$ cat config.mk
export PLATFORM = sky130hd
export DESIGN_NAME = inst_buffer_flat
export DESIGN_NICKNAME = d
export VERILOG_FILES = /design/src/rtl/inst_buffer_pkg.sv /design/src/rtl/inst_buffer_if.sv /design/src/rtl/inst_buffer.sv /design/src/flat_wrapper.sv
export SDC_FILE = /design/constraint.sdc
export NUM_CORES = 1
export LEC_CHECK = 0
export ABC_AREA = 1
export CORE_MARGIN = 3
export CORE_UTILIZATION = 53
export CTS_BUF_LIST = sky130_fd_sc_hd__clkbuf_8 sky130_fd_sc_hd__clkbuf_16
export CTS_CLUSTER_SIZE = 25
export DETAILED_ROUTE_END_ITERATION = 12
export PLACE_DENSITY = 0.74
export SLEW_MARGIN = 30
export SYNTH_ARGS = -nofsm -noshare
export SYNTH_HDL_FRONTEND = slang
export SYNTH_SLANG_ARGS = --single-unit
$ cat constraint.sdc
create_clock -name clk -period 10.1 [get_ports clk]
set_input_delay 2.02 -clock clk [delete_from_list [all_inputs] [get_ports clk]]
set_output_delay 2.02 -clock clk [all_outputs]
set_load 0.02 [all_outputs]
$ cat src/rtl/inst_buffer_pkg.sv
`default_nettype none
// +----------------------------------------------------------------------+
// | Module   : inst_buffer_pkg                                           |
// | Purpose  : Shared pipeline types and constants for the inst buffer.  |
// | Revision : 1.0                                                       |
// +----------------------------------------------------------------------+
package inst_buffer_pkg;

    localparam int IBUF_DEPTH = 8;

    typedef struct packed {
        logic [31:0] pc;
        logic [31:0] instr;
    } inst_t;

    typedef enum logic [1:0] {
        ISSUE_NONE = 2'b00,
        ISSUE_ONE  = 2'b01,
        ISSUE_TWO  = 2'b10,
        ISSUE_BAD  = 2'b11
    } issue_e;

    function automatic logic [1:0] popcnt2(input logic [1:0] v);
        return {1'b0, v[0]} + {1'b0, v[1]};
    endfunction

endpackage
`default_nettype wire

$ cat src/rtl/inst_buffer_if.sv
`default_nettype none
// +----------------------------------------------------------------------+
// | Module   : inst_buffer_if                                            |
// | Purpose  : Frontend push / backend issue bundle of the inst buffer.  |
// | Revision : 1.0                                                       |
// +----------------------------------------------------------------------+
interface inst_buffer_if;
    import inst_buffer_pkg::*;

    logic        flush_i;
    inst_t [1:0] inst_i;
    logic [1:0]  push_valid_i;
    logic        push_ready_o;
    inst_t [1:0] inst_o;
    logic [1:0]  inst_valid_o;
    logic [1:0]  issue_num_i;
    logic        backend_stall_i;

    modport slave (
        input  flush_i, inst_i, push_valid_i, issue_num_i, backend_stall_i,
        output push_ready_o, inst_o, inst_valid_o
    );

    modport master (
        output flush_i, inst_i, push_valid_i, issue_num_i, backend_stall_i,
        input  push_ready_o, inst_o, inst_valid_o
    );

endinterface
`default_nettype wire

$ cat src/rtl/inst_buffer.sv
`default_nettype none
// +----------------------------------------------------------------------+
// | Module   : inst_buffer                                               |
// | Purpose  : Two-in / two-out circular instruction buffer with flush.  |
// | Revision : 1.0                                                       |
// +----------------------------------------------------------------------+
module inst_buffer
    import inst_buffer_pkg::*;
#(
    parameter int DEPTH = IBUF_DEPTH
) (
    input  logic         clk,
    input  logic         rst_n,
    inst_buffer_if.slave bus
);

    localparam int          PW          = $clog2(DEPTH);
    localparam logic [PW:0] C_READY_MAX = (PW+1)'(DEPTH - 2);

    logic [PW:0]   head_q, head_d;
    logic [PW:0]   tail_q, tail_d;
    logic [PW:0]   count_q, count_d;
    inst_t         mem_q [DEPTH];

    logic [PW-1:0] rd_idx0, rd_idx1, wr_idx0, wr_idx1;
    logic          push_ready, push_acc;
    logic [1:0]    valid, n_req, n_pop, n_push, n_avail;

    assign rd_idx0 = head_q[PW-1:0];
    assign rd_idx1 = head_q[PW-1:0] + PW'(1);
    assign wr_idx0 = tail_q[PW-1:0];
    assign wr_idx1 = tail_q[PW-1:0] + PW'(1);

    // Credit comes only from the registered count; a same-cycle pop never frees room.
    assign push_ready = (count_q <= C_READY_MAX);
    assign valid      = {count_q >= (PW+1)'(2), count_q >= (PW+1)'(1)};
    assign n_avail    = popcnt2(valid);
    assign push_acc   = push_ready & ~bus.flush_i;
    assign n_push     = push_acc ? popcnt2(bus.push_valid_i) : 2'd0;

    always_comb begin
        n_req = 2'd0;
        case (issue_e'(bus.issue_num_i))
            ISSUE_ONE: n_req = 2'd1;
            ISSUE_TWO: n_req = 2'd2;
            default:   n_req = 2'd0;
        endcase
        if (bus.backend_stall_i) begin
            n_req = 2'd0;
        end
        n_pop = (n_req > n_avail) ? n_avail : n_req;
    end

    always_comb begin
        head_d  = head_q + (PW+1)'(n_pop);
        tail_d  = tail_q + (PW+1)'(n_push);
        count_d = count_q + (PW+1)'(n_push) - (PW+1)'(n_pop);
        if (bus.flush_i) begin
            head_d  = '0;
            tail_d  = '0;
            count_d = '0;
        end
    end

    always_ff @(posedge clk or negedge rst_n) begin
        if (!rst_n) begin
            head_q  <= '0;
            tail_q  <= '0;
            count_q <= '0;
        end else begin
            head_q  <= head_d;
            tail_q  <= tail_d;
            count_q <= count_d;
        end
    end

    // Accepted lanes are compacted: a lone lane-1 push lands at tail.
    always_ff @(posedge clk) begin
        if (push_acc) begin
            case (bus.push_valid_i)
                2'b01: mem_q[wr_idx0] <= bus.inst_i[0];
                2'b10: mem_q[wr_idx0] <= bus.inst_i[1];
                2'b11: begin
                    mem_q[wr_idx0] <= bus.inst_i[0];
                    mem_q[wr_idx1] <= bus.inst_i[1];
                end
                default: ;
            endcase
        end
    end

    assign bus.inst_o       = {mem_q[rd_idx1], mem_q[rd_idx0]};
    assign bus.inst_valid_o = valid;
    assign bus.push_ready_o = push_ready;

`ifndef SYNTHESIS
    a_issue_legal: assert property (@(posedge clk) disable iff (!rst_n)
        (bus.issue_num_i != 2'b11) && (bus.issue_num_i <= n_avail));

    a_count_ptr: assert property (@(posedge clk) disable iff (!rst_n)
        count_q == (tail_q - head_q));
`endif

endmodule
`default_nettype wire

$ cat src/flat_wrapper.sv
// flat-port wrapper written by rule: the top's interface ports become plain ports
module inst_buffer_flat import inst_buffer_pkg::*;
#(
    parameter int DEPTH = IBUF_DEPTH
)
  (clk, rst_n, bus_flush_i, bus_inst_i, bus_push_valid_i, bus_issue_num_i, bus_backend_stall_i, bus_push_ready_o, bus_inst_o, bus_inst_valid_o);
  inst_buffer_if bus_i ();
  input  logic clk;
  input  logic rst_n;
  input wire logic [$bits(bus_i.flush_i)-1:0] bus_flush_i;
  input wire logic [$bits(bus_i.inst_i)-1:0] bus_inst_i;
  input wire logic [$bits(bus_i.push_valid_i)-1:0] bus_push_valid_i;
  input wire logic [$bits(bus_i.issue_num_i)-1:0] bus_issue_num_i;
  input wire logic [$bits(bus_i.backend_stall_i)-1:0] bus_backend_stall_i;
  output wire logic [$bits(bus_i.push_ready_o)-1:0] bus_push_ready_o;
  output wire logic [$bits(bus_i.inst_o)-1:0] bus_inst_o;
  output wire logic [$bits(bus_i.inst_valid_o)-1:0] bus_inst_valid_o;
  assign bus_i.flush_i = bus_flush_i;
  assign bus_i.inst_i = bus_inst_i;
  assign bus_i.push_valid_i = bus_push_valid_i;
  assign bus_i.issue_num_i = bus_issue_num_i;
  assign bus_i.backend_stall_i = bus_backend_stall_i;
  assign bus_push_ready_o = bus_i.push_ready_o;
  assign bus_inst_o = bus_i.inst_o;
  assign bus_inst_valid_o = bus_i.inst_valid_o;
  inst_buffer #(.DEPTH(DEPTH)) u_core (.clk(clk), .rst_n(rst_n), .bus(bus_i));
endmodule
==> flow_summary.yaml <==
outcome:
  outcome: "completed"
clock_tree:
  ctsRootBufferMaster: "clkbuf_16"
  clkLatencyLatePin_ns: 0.63
  cts-hold-fix-buffers: 0
  clkTransAtPathRegs_ns: 0.06
  cts_buffer_depth: 3
  h-tree-depth: 2
  numCtsBuffers: 56
  cts_tree: "built"
  cts_resized: 0
  post_cts_buffers: 0
  cts_num_sinks: 522
global_routing:
  grt_use_total_pct: 33.1
  antenna_found_initial: 3
  grt_pass1_wl_mm: 174
  grt_pass1_vias: 30600
  grt_max_degree: 114
  grt_overflow: 0
sta:
  fmax_mhz: 147
  setup_viol: 0
  slew_viol_final: 0
  grt_setup_unrepaired: "false"
  hold_viol: 0
  fin_crit_sh_pct: 67.2
  relSlewSlack_pct: 27.9
  period_needed_ns: 6.79
  hold_ws_ns: 0.775
  fin_tns_setup_ns: 0
  fin_worst_skew_ns: 0.0236
  worst_pin_slew_ns: 1.08
place:
  dp_cells: 5404
  port-buffer-count: 266
  gp_congestion: 0.837
  dpl_cell_area_um2: 36700
  dp_hpwl_mm: 64.0
power_and_ir_drop:
  power_density_nw_per_um2: 248
  finalPower_mw: 9.55
  cellLeakagePower_nw: 16.0
  peakVddDrop_mv: 0.194
drt:
  ant_nets: 0
  firstDrtPassIters: 6
  drt_iter0_markers: 4878
  wl_per_cell_um: 21.0
  drc_errors: 0
  vias: 33300
  viasPerCell: 6.04
  wirelength_mm: 116
cells_and_area:
  fin_nets: 4776
  fillers: 5561
  syn_to_final_growth_pct: 12.2
  drive_above_1_share_pct: 4.55
  design_area_um2: 38500
  final_cells: 5507
worst_setup_path:
  slowest_delay_ns: 0.79
  crit_top_cell: "o21ai_0"
  cp_slowest_cell: "buf_4"
  cp.buffers_inverters: 3
  crit_arrival_ns: 4.77
  crit_required_ns: 8.08
  crit_type: "register to output pin"
  r2r_setup_slack_ns: 5.92
  crit_family: "buffers and inverters"
  worstSetupStartpointType: "register"
  rr_startpoint: "u_core.count_q[3]"
  cp_cell_sequence: "ha_4 > buf_4 > o21ai_0 > o21ai_0 > inv_1 > o21ai_0 > clkdlybuf4s50_1"
  critPathCaptureType: "output pin"
  worstSetupPathDepth: 7
  critical_path.max_fanout: 80
  r2r-end: "u_core.mem_q[7][7]"
  reg2reg_depth: 11
floorplanning:
  num_io_pins: 267
  die_w_um: 260
  die-area_um2: 67800
  core_region_area_um2: 63500
  start_util_pct: 54.0
  fp-row-count: 92
  chipHeight_um: 260
hold_path:
  hp-class: "register to register"
  holdPathStages: 3
  min_to: "u_core.count_q[3]"
  hp-start: "u_core.count_q[2]"
job:
  cap_violations: 0
synthesis:
  ys_seq_elements: 522
  ys_types: 31
  avgSynthCellArea_um2: 7.41
  synth_area_um2: 34300
  ys_warn_count: 0
  syn-num-nets: 4784
  synthCells: 4626
  synth_seq_area_share_pct: 45.6
-- worst reg2reg max path, cell delays in order, from the launching register on --
cell,delay [ns]
dfrtp_1,0.38
inv_1,0.14
ha_1,0.21
nand2_1,0.10
nand2_2,0.09
nand3_4,0.12
nor2_4,0.10
buf_4,0.55
nor2_1,0.24
buf_4,0.26
o21ai_4,0.69
buf_4,0.88
-- synth_stat cells --
| cell | count | area, µm² |
|---|---|---|
| nand4_2 | 1 | 12.5 |
| inv_1 | 337 | 1260 |
| o21ai_0 | 627 | 3140 |
| nor2_8 | 1 | 20.0 |
| clkbuf_1 | 186 | 698 |
| nor2_2 | 1 | 6.26 |
| nand2_4 | 8 | 90.1 |
| clkbuf_4 | 3 | 22.5 |
| a31oi_1 | 1 | 6.26 |
| nand2_1 | 1341 | 5030 |
| buf_4 | 27 | 203 |
| inv_2 | 3 | 11.3 |
| nand2_2 | 1 | 6.26 |
| ha_1 | 18 | 225 |
| nand3_1 | 554 | 2770 |
| fa_1 | 4 | 80.1 |
| a21oi_1 | 261 | 1310 |
| buf_2 | 112 | 561 |
| clkinv_2 | 8 | 40.0 |
| o21a_1 | 14 | 105 |
| dfrtp_1 | 10 | 250 |
| buf_1 | 26 | 97.6 |
| nor2_1 | 291 | 1090 |
| nand3_2 | 50 | 500 |
| edfxtp_1 | 512 | 15400 |
| xor2_1 | 2 | 17.5 |
| nand3_4 | 1 | 17.5 |
| nand3b_1 | 1 | 7.51 |
| buf_6 | 33 | 372 |
| o21ai_1 | 191 | 956 |
| nor3_1 | 1 | 5.00 |
-- layer usage --
layer  global-route usage [%]  share of wire [%]
met4                     14.6                4.1
met2                     52.1                 45
met1                     44.7                 38
met5                        0                  0
met3                     6.45                 13
-- how the worst max path moves through the flow --
stage	start	endpoint
after floorplan	bus_flush_i	u_core.mem_q[0][0]
after global placement	u_core.head_q[0]	bus_inst_o[64]
after detailed placement	u_core.head_q[0]	bus_inst_o[64]
after CTS	u_core.head_q[0]	bus_inst_o[64]
after global routing	u_core.head_q[0]	bus_inst_o[40]
final	u_core.head_q[0]	bus_inst_o[65]
-- layout make-up --
type	instances	area [µm²]	area share, %
flip-flops and latches	522	15600	40.6
multi-input cells	3369	15500	40.4
repair buffers	321	3240	8.41
clock buffers	58	1450	3.77
inverters	348	1330	3.45
well taps	846	1060	2.75
clock inverters	39	225	0.585
diodes	4	10.0	0.0260
-- cells in the final DEF (no fill, tap or decap), drive strengths merged --
| cell | netlist | layout |
|---|---|---|
| clkbuf | 189 | 58 |
| ha | 18 | 18 |
| nand2 | 1350 | 1350 |
| xor2 | 2 | 2 |
| dfrtp | 10 | 10 |
| nand4 | 1 | 1 |
| inv | 340 | 353 |
| nor2 | 293 | 293 |
| fa | 4 | 4 |
| buf | 198 | 55 |
| clkdlybuf4s50 | 0 | 266 |
| edfxtp | 512 | 512 |
| a31oi | 1 | 1 |
| clkinv | 8 | 32 |
| o21a | 14 | 14 |
| bufinv | 0 | 2 |
| nor3 | 1 | 1 |
| nand3 | 605 | 605 |
| diode | 0 | 4 |
| o21ai | 818 | 818 |
| nand3b | 1 | 1 |
| a21oi | 261 | 261 |
-- cells by family after synthesis --
logic type	after synthesis	synth area share (%)
and+or+nand+nor	2251	27.9
buffers and inverters	735	9.53
xor gates and xnor gates	2	0.0511
adders and majority gates	22	0.890
AOI/OAI and AO/OA	1094	16.1
DFF	522	45.6
-- stage by stage --
stage               setup WS, ns  utilization [%]
floorplan                   2.28                -
global placement            3.62             57.6
detailed placement          3.85             57.8
CTS                         3.18             60.5
global route                3.10             60.6
finish                      3.31             60.6
-- power by group --
| part | switching [mW] | internal, mW | total, mW |
|---|---|---|---|
| Combinational | 3.16 | 1.79 | 4.96 |
| Clock | 0.870 | 1.08 | 1.94 |
| Sequential | 0.0873 | 2.56 | 2.65 |
| Total | 4.12 | 5.43 | 9.55 |
-- flip-flops by register name, summed over array words and instances, names as in the netlist --
| name | count |
|---|---|
| u_core.head_q | 3 |
| u_core.tail_q | 3 |
| u_core.count_q | 4 |
| u_core.mem_q | 512 |
(Power assumes the default switching activity.)
